<file path="config.mk">
export PLATFORM = sky130hd
export DESIGN_NAME = card_dealer_flat
export DESIGN_NICKNAME = d
export VERILOG_FILES = /design/src/rtl/dealer_pkg.sv /design/src/rtl/dealer_if.sv /design/src/rtl/dealer_board.sv /design/src/rtl/card_dealer.sv /design/src/flat_wrapper.sv
export SDC_FILE = /design/constraint.sdc
export NUM_CORES = 1
export LEC_CHECK = 0
export CAP_MARGIN = 20
export CORE_MARGIN = 10
export CORE_UTILIZATION = 49
export DETAILED_ROUTE_END_ITERATION = 16
export GPL_ROUTABILITY_DRIVEN = 0
export PLACE_DENSITY_LB_ADDON = 0.1
export SYNTH_ARGS = -nofsm -noshare
export SYNTH_HDL_FRONTEND = slang
export SYNTH_SLANG_ARGS = --single-unit
</file>
<file path="constraint.sdc">
create_clock -name clk -period 1.7 [get_ports clk]
set_input_delay 0.34 -clock clk [delete_from_list [all_inputs] [get_ports clk]]
set_output_delay 0.34 -clock clk [all_outputs]
set_load 0.01 [all_outputs]
</file>
<file path="src/rtl/dealer_pkg.sv">
// Shared types and constants for the memory-card dealer.
package dealer_pkg;

   localparam int unsigned CARD_W    = 3;
   localparam int unsigned SLOT_W    = 4;
   localparam int unsigned NUM_SLOTS = 16;
   localparam int unsigned SCORE_W   = 4;

   typedef enum logic [2:0] {
      WAIT_FIRST,
      SHOW_FIRST,
      WAIT_SECOND,
      SHOW_SECOND,
      JUDGE,
      DONE
   } state_t;

   // Slot i and slot i+NUM_SLOTS/2 always carry the same value.
   function automatic logic [CARD_W-1:0] slot_value(input int unsigned idx, input int unsigned seed);
      return CARD_W'(((idx % (NUM_SLOTS / 2)) + seed) % (NUM_SLOTS / 2));
   endfunction

endpackage

</file>
<file path="src/rtl/dealer_if.sv">
// Pick request / reveal / score bundle between a player driver and card_dealer.
interface dealer_if;
   import dealer_pkg::*;

   logic                pick;
   logic [SLOT_W-1:0]   sel;
   logic                ready;
   logic [CARD_W-1:0]   card;
   logic                card_valid;
   logic                player;
   logic                match;
   logic                mismatch;
   logic                error;
   logic [SCORE_W-1:0]  score0;
   logic [SCORE_W-1:0]  score1;
   logic                done;

   modport master (
      output pick, sel,
      input  ready, card, card_valid, player, match, mismatch, error, score0, score1, done
   );

   modport slave (
      input  pick, sel,
      output ready, card, card_valid, player, match, mismatch, error, score0, score1, done
   );

endinterface

</file>
<file path="src/rtl/dealer_board.sv">
// Card values and matched flags for all slots; one combinational read port, one two-slot set port.
module dealer_board
   import dealer_pkg::*;
#(
   parameter int unsigned SEED = 3
) (
   input  logic              clk,
   input  logic              rst,
   input  logic [SLOT_W-1:0] i_rd_idx,
   output logic [CARD_W-1:0] o_rd_val,
   output logic              o_rd_matched,
   input  logic              i_set_en,
   input  logic [SLOT_W-1:0] i_set_a,
   input  logic [SLOT_W-1:0] i_set_b
);

   logic [CARD_W-1:0]    r_val [NUM_SLOTS];
   logic [NUM_SLOTS-1:0] r_matched;

   // Values are only loaded by reset; they stay fixed for the whole game.
   always_ff @(posedge clk or negedge rst) begin
      if (!rst) begin
         for (int unsigned i = 0; i < NUM_SLOTS; i++) begin
            r_val[i] <= slot_value(i, SEED);
         end
         r_matched <= '0;
      end else if (i_set_en) begin
         r_matched[i_set_a] <= 1'b1;
         r_matched[i_set_b] <= 1'b1;
      end
   end

   assign o_rd_val     = r_val[i_rd_idx];
   assign o_rd_matched = r_matched[i_rd_idx];

endmodule

</file>
<file path="src/rtl/card_dealer.sv">
// Two-player memory game controller: reveal two slots per turn, judge, score, detect end of game.
module card_dealer
   import dealer_pkg::*;
#(
   parameter int unsigned SEED      = 3,
   parameter int unsigned NUM_PAIRS = 8
) (
   input  logic    clk,
   input  logic    rst,
   dealer_if.slave bus
);

   localparam logic [SCORE_W:0] PAIRS_GOAL = (SCORE_W + 1)'(NUM_PAIRS);

   state_t              r_state;
   logic                r_ready;
   logic                r_card_valid;
   logic [CARD_W-1:0]   r_card;
   logic                r_match;
   logic                r_mismatch;
   logic                r_error;
   logic                r_player;
   logic                r_done;
   logic [SCORE_W-1:0]  r_score0;
   logic [SCORE_W-1:0]  r_score1;
   logic [SLOT_W-1:0]   r_first_slot;
   logic [SLOT_W-1:0]   r_second_slot;
   logic [CARD_W-1:0]   r_first_val;
   logic [CARD_W-1:0]   r_second_val;

   logic [CARD_W-1:0]   w_sel_val;
   logic                w_sel_matched;
   logic                w_accept;
   logic                w_legal;
   logic                w_pair_equal;
   logic                w_set_en;
   logic [SCORE_W:0]    w_pairs;

   dealer_board #(.SEED(SEED)) u_board (
      .clk          (clk),
      .rst          (rst),
      .i_rd_idx     (bus.sel),
      .o_rd_val     (w_sel_val),
      .o_rd_matched (w_sel_matched),
      .i_set_en     (w_set_en),
      .i_set_a      (r_first_slot),
      .i_set_b      (r_second_slot)
   );

   // r_ready is only ever high in the two WAIT states, so it doubles as the accept gate.
   assign w_accept     = bus.pick & r_ready;
   assign w_legal      = !w_sel_matched && ((r_state == WAIT_FIRST) || (bus.sel != r_first_slot));
   assign w_pair_equal = (r_first_val == r_second_val);
   assign w_set_en     = (r_state == SHOW_SECOND) && w_pair_equal;
   assign w_pairs      = {1'b0, r_score0} + {1'b0, r_score1};

   always_ff @(posedge clk or negedge rst) begin
      if (!rst) begin
         r_state       <= WAIT_FIRST;
         r_ready       <= 1'b0;
         r_card_valid  <= 1'b0;
         r_card        <= '0;
         r_match       <= 1'b0;
         r_mismatch    <= 1'b0;
         r_error       <= 1'b0;
         r_player      <= 1'b0;
         r_done        <= 1'b0;
         r_score0      <= '0;
         r_score1      <= '0;
         r_first_slot  <= '0;
         r_second_slot <= '0;
         r_first_val   <= '0;
         r_second_val  <= '0;
      end else begin
         r_card_valid <= 1'b0;
         r_card       <= '0;
         r_match      <= 1'b0;
         r_mismatch   <= 1'b0;
         r_error      <= 1'b0;
         case (r_state)
            WAIT_FIRST, WAIT_SECOND: begin
               r_ready <= 1'b1;
               if (w_accept) begin
                  if (w_legal) begin
                     r_card       <= w_sel_val;
                     r_card_valid <= 1'b1;
                     r_ready      <= 1'b0;
                     if (r_state == WAIT_FIRST) begin
                        r_first_slot <= bus.sel;
                        r_first_val  <= w_sel_val;
                        r_state      <= SHOW_FIRST;
                     end else begin
                        r_second_slot <= bus.sel;
                        r_second_val  <= w_sel_val;
                        r_state       <= SHOW_SECOND;
                     end
                  end else begin
                     r_error <= 1'b1;
                  end
               end
            end
            SHOW_FIRST: begin
               r_ready <= 1'b1;
               r_state <= WAIT_SECOND;
            end
            // Verdict, flags, score and player all settle on entry to JUDGE.
            SHOW_SECOND: begin
               r_state <= JUDGE;
               if (w_pair_equal) begin
                  r_match <= 1'b1;
                  if (w_pairs < PAIRS_GOAL) begin
                     if (r_player) r_score1 <= r_score1 + 1'b1;
                     else          r_score0 <= r_score0 + 1'b1;
                  end
               end else begin
                  r_mismatch <= 1'b1;
                  r_player   <= ~r_player;
               end
            end
            JUDGE: begin
               if (w_pairs == PAIRS_GOAL) begin
                  r_state <= DONE;
                  r_done  <= 1'b1;
                  r_ready <= 1'b0;
               end else begin
                  r_state <= WAIT_FIRST;
                  r_ready <= 1'b1;
               end
            end
            DONE: begin
               r_ready <= 1'b0;
            end
            default: begin
               r_state <= WAIT_FIRST;
               r_ready <= 1'b0;
            end
         endcase
      end
   end

   assign bus.ready      = r_ready;
   assign bus.card       = r_card;
   assign bus.card_valid = r_card_valid;
   assign bus.player     = r_player;
   assign bus.match      = r_match;
   assign bus.mismatch   = r_mismatch;
   assign bus.error      = r_error;
   assign bus.score0     = r_score0;
   assign bus.score1     = r_score1;
   assign bus.done       = r_done;

endmodule

</file>
<file path="src/flat_wrapper.sv">
// flat-port wrapper written by rule: the top's interface ports become plain ports
module card_dealer_flat import dealer_pkg::*;
#(
   parameter int unsigned SEED      = 3,
   parameter int unsigned NUM_PAIRS = 8
)
  (clk, rst, bus_pick, bus_sel, bus_ready, bus_card, bus_card_valid, bus_player, bus_match, bus_mismatch, bus_error, bus_score0, bus_score1, bus_done);
  dealer_if bus_i ();
  input  logic clk;
  input  logic rst;
  input wire logic [$bits(bus_i.pick)-1:0] bus_pick;
  input wire logic [$bits(bus_i.sel)-1:0] bus_sel;
  output wire logic [$bits(bus_i.ready)-1:0] bus_ready;
  output wire logic [$bits(bus_i.card)-1:0] bus_card;
  output wire logic [$bits(bus_i.card_valid)-1:0] bus_card_valid;
  output wire logic [$bits(bus_i.player)-1:0] bus_player;
  output wire logic [$bits(bus_i.match)-1:0] bus_match;
  output wire logic [$bits(bus_i.mismatch)-1:0] bus_mismatch;
  output wire logic [$bits(bus_i.error)-1:0] bus_error;
  output wire logic [$bits(bus_i.score0)-1:0] bus_score0;
  output wire logic [$bits(bus_i.score1)-1:0] bus_score1;
  output wire logic [$bits(bus_i.done)-1:0] bus_done;
  assign bus_i.pick = bus_pick;
  assign bus_i.sel = bus_sel;
  assign bus_ready = bus_i.ready;
  assign bus_card = bus_i.card;
  assign bus_card_valid = bus_i.card_valid;
  assign bus_player = bus_i.player;
  assign bus_match = bus_i.match;
  assign bus_mismatch = bus_i.mismatch;
  assign bus_error = bus_i.error;
  assign bus_score0 = bus_i.score0;
  assign bus_score1 = bus_i.score1;
  assign bus_done = bus_i.done;
  card_dealer #(.SEED(SEED), .NUM_PAIRS(NUM_PAIRS)) u_core (.clk(clk), .rst(rst), .bus(bus_i));
endmodule
</file>
=== After elaboration in Yosys (flattened, before gate mapping) ===
Index checks and enable logic that the tools add are counted.

* Reductions and logical operators: 15
* Mux-type cells: 30
* Add/sub/neg operators: 3
* Eq/ne operators: 10
* Bitwise operators: 8
* $lt $le $gt $ge: 7

{| class="wikitable"
|+ Operators by type and width
! kind !! count
|-
| $or 16x16->16 || 2
|-
| $mux 3 || 8
|-
| $reduce_and 4->1 || 4
|-
| $lt 4x5->1 const B || 3
|-
| $mux 1 || 15
|-
| $pmux 3 s5 || 1
|-
| $bmux 3 s4 || 1
|-
| $add 4x1->4 const B || 2
|-
| $demux 1 s4 || 2
|-
| $ge 4x1->1 const B || 2
|-
| $eq 3x2->1 const B || 2
|-
| $eq 3x3->1 const B || 2
|-
| $add 4x4->5 || 1
|-
| $eq 5x4->1 const B || 1
|-
| $ge 5x5->1 const B || 1
|-
| $lt 5x4->1 const B || 1
|-
| $not 4->5 || 1
|-
| $bmux 1 s4 || 1
|-
| $logic_and 1x1->1 || 4
|-
| $ne 2x1->1 const B || 2
|-
| $ne 4x4->1 || 1
|-
| $not 1->1 || 4
|-
| $pmux 1 s4 || 1
|-
| $reduce_and 2->1 || 2
|-
| 9 further kinds || 9
|}

* Flip-flop bits (word level): 51
* Logic and storage cells: 89
* Output and inout bits: 18

=== Logic depth before layout (Yosys ltp) ===
* Word-level depth: 7
* Gate-level depth with buffers: 7

=== Cells and area by module ===
Synthesis repeated with hierarchy kept, for this count alone.

* Cell total of the unflattened synthesis: 208
* Area, all modules: 2573.7 um2

{| class="wikitable"
|+ Modules (own cells, without submodules)
! module !! area an instance (um2) !! times used !! cells each
|-
| card_dealer || 1685.4 || 1 || 132
|-
| dealer_board || 888.4 || 1 || 76
|}

=== Worst setup path before layout ===
No wires, ideal clock.

* Path kind: register to register
* Start point: register u_core.r_first_slot[3]
* End point: register u_core.r_second_slot[0]
* Cell stages (with the launch flop): 7
* Required time: 1.572 ns
* Buffers on the path: 1
* Path slack: 0.024 ns
* Data arrival time: 1.549 ns
* Cells stage by stage: dfrtp_1 buf_2 xor2_1 nor4_2 nor3b_2 o211ai_4 mux2_1

* Word-level cells in the longest chain between the ends: 4

{| class="wikitable"
|+ Ends and longest elaborated chain
! element !! line !! RTL
|-
| start: declaration || card_dealer.sv:26 || <nowiki>logic [SLOT_W-1:0] r_first_slot;</nowiki>
|-
| start signal: assignment || card_dealer.sv:89 || <nowiki>r_first_slot <= bus.sel;</nowiki>
|-
| $ne 4x4->1 || card_dealer.sv:52 || <nowiki>assign w_legal = !w_sel_matched && ((r_state == WAIT_FIRST) || (bus.sel != r_first_slot));</nowiki>
|-
| $logic_or 1x1->1 || card_dealer.sv:52 ||
|-
| $logic_and 1x1->1 || card_dealer.sv:52 ||
|-
| $reduce_and 4->1 (no source line) || n/a ||
|-
| end signal: assignment || card_dealer.sv:93 || <nowiki>r_second_slot <= bus.sel;</nowiki>
|-
| end: declaration || card_dealer.sv:27 || <nowiki>logic [SLOT_W-1:0] r_second_slot;</nowiki>
|}

No other way between the ends.
A chain may end at the register's enable or synchronous reset.

=== Worst setup path after layout ===
* Start point: register u_core.r_first_slot[0]
* End point: register u_core.r_second_slot[0]

The elaborated chain is that of the path after synthesis.

==> flow_summary.toml <==
[die]
start_util = 0.522
die_area_sq_um = 6910
ios = 25
dieHeight_microns = 83.1
die_x_microns = 83.1
fp-row-count = 22
core-area_sq_um = 3740

[clock_tree]
cts_buffer_depth = 2
numCtsBuffers = 5
clock_latency_ps = 280
hold_buffers = 0
cts_tree = "done"
cts.sinks = 36
h-tree-depth = 2
cts_root_buf = "clkbuf_8"
path_clk_slew_ps = 70

[timing]
setup_slack_ps = 55.1
hold_violations = 0
tns_ps = 0
skew_ps = 7.19
fin_crit_sh = 0.968
holdWs_ps = 424
rsz0062_at_grt = "yes"
setup_violations = 0
period_minus_slack_ps = 1640
fmax_ghz = 0.608
slew_violations = 0

[synthesis]
synth_area_leaders = "dfrtp_1 46%, o21bai_1 6.1%, mux2i_1 4.1%"
synth_seq_cells = 36
synthesis.area_sq_um = 1950
ys_async_sr_fraction = 1.00
ys.flop_type = "dfrtp_1"
syn_area_per_cell_sq_um = 11.0
synth-edff-count = 0
synth.top_cell.area_share = 0.461
synth_cell_types = 44
netlist_instances = 178
seq_area_frac_synth = 0.461
synth_area_leader_cell = "dfrtp_1"
ys_warn_count = 48

[layout]
fin_nets = 220
antenna_cells = 0
syn_to_final_growth_pct = 21.8
utilization = 0.635
final_cells = 260
final_cell_area_sq_um = 2380
final_common_cell = "dfrtp_1"
drive_above_1_share = 0.226
final_cell_mix = "35 x dfrtp_1, 20 x buf_4, 16 x o21bai_1"

[placed_design]
portBuffers = 15
dpl_cell_area_sq_um = 2240
dp_slack_ps = -530
dpl.hpwl_mm = 3.14
place_inst = 251

[worst_hold_path]
hold_path.class = "in2reg"

[critical_path]
crit_path_end_kind = "register"
arrival_ps = 1810
path_class = "reg2reg"
crit_fanout = 6
crit_required_ps = 1870
startpoint_type = "register"

[routing]
drtIter0Drc = 78
drc = 0
wl_mm = 4.19
via_per_inst = 5.56
drtAntennaViolNets = 0
drt_first_pass_iters = 4
wl_per_cell_microns = 16.1
vias = 1445

[grt]
grt_pass1_vias = 1527
grt_max_degree = 37
grt_overflow = 0
antenna_found_initial = 0
grt_pass1_wl_mm = 7.23
grt_usage = 0.124

[outcome]
status = "finished, final reports clean"

[flow_run]
maxCapViolCount = 0

[power_and_ir_drop]
ir_drop_v = 0.000821
p_leak_nw = 1.05
power_density_nw_per_um2 = 1640
total_power_mw = 3.91
==> flip-flops by register name (all words and copies together), names as in the netlist <==
name,count
u_core.u_board.r_matched,16
u_core.bus.score0,4
u_core.r_first_slot,4
u_core.r_second_slot,4
u_core.r_state,3
u_core.bus.card_valid,1
u_core.bus.done,1
u_core.bus.error,1
u_core.bus.match,1
u_core.bus.ready,1
==> per-layer routing <==
layer  routed length (microns)  up-vias  GRT usage
li1                          -      690          -
met1                      1990      715      0.154
met2                      1980       38      0.198
met3                       199        2     0.0410
met4                        22        0     0.0323
met5                         0        -          0
==> Yosys cell counts, types with 3 or more instances <==
cell and number:
mux2_1 5, xor2_1 4, o21bai_1 16, buf_4 9, nor2_1 10, a32oi_1 6
nand3_1 3, mux2i_1 8, nand2_1 7, a22oi_1 9, buf_2 6, xnor2_1 3
nor2b_1 12, dfrtp_1 36, inv_1 4, o21ai_0 3
==> critical path, cell delays in order, from the launching register on <==
cell and delay (ps):
dfrtp_2 460, xor2_2 180, nor4_2 50, buf_4 150, nor3b_4 240, o211ai_4 140, mux2_4 320
==> power by group <==
group / internal [mW] / total [mW] / switching, mW
clock: 0.329 / 0.616 / 0.287
combinational: 0.882 / 1.74 / 0.860
sequential: 1.22 / 1.55 / 0.327
total: 2.43 / 3.91 / 1.48
==> cell type report <==
cell class / instances / area (sq um)
multi-input cells: 127 / 983
clock buffers: 7 / 86.3
flip-flops and latches: 36 / 902
clock inverters: 1 / 7.51
inverters: 4 / 15.0
fillers: 314 / 1370
well taps: 48 / 60.1
repair buffers: 37 / 324
==> path summary, 6_finish.rpt <==
path | startpoint | endpoint | slack (ps) | depth (start not counted)
max | u_core.r_first_slot[0] | u_core.r_second_slot[0] | 60 | 6
min | bus_sel[3] | u_core.r_second_slot[3] | 420 | 2
max reg2reg | u_core.r_first_slot[0] | u_core.r_second_slot[0] | 60 | 6
min reg2reg | u_core.u_board.r_matched[1] | u_core.u_board.r_matched[1] | 480 | 1
max in group asynchronous | rst | u_core.r_first_slot[0] | 890 | 2
min in group asynchronous | rst | u_core.r_second_slot[0] | 480 | 2
==> cells by family after synthesis <==
| logic type | Yosys count | share of synthesized area |
|---|---|---|
| simple gates | 46 | 0.141 |
| mux | 15 | 0.0814 |
| flops | 36 | 0.461 |
| buf+inv | 23 | 0.0698 |
| fa+ha+maj | 2 | 0.0128 |
| xor+xnor | 7 | 0.0314 |
| other cells | 1 | 0.00192 |
| compound gates | 48 | 0.201 |
==> timing repair <==
item,CTS,global route
resized for setup,8,8
endpoints found under the setup margin,12,10
setup buffers,1,0
pin swaps,5,3
No activity file was read; power rests on OpenSTA's default activity.
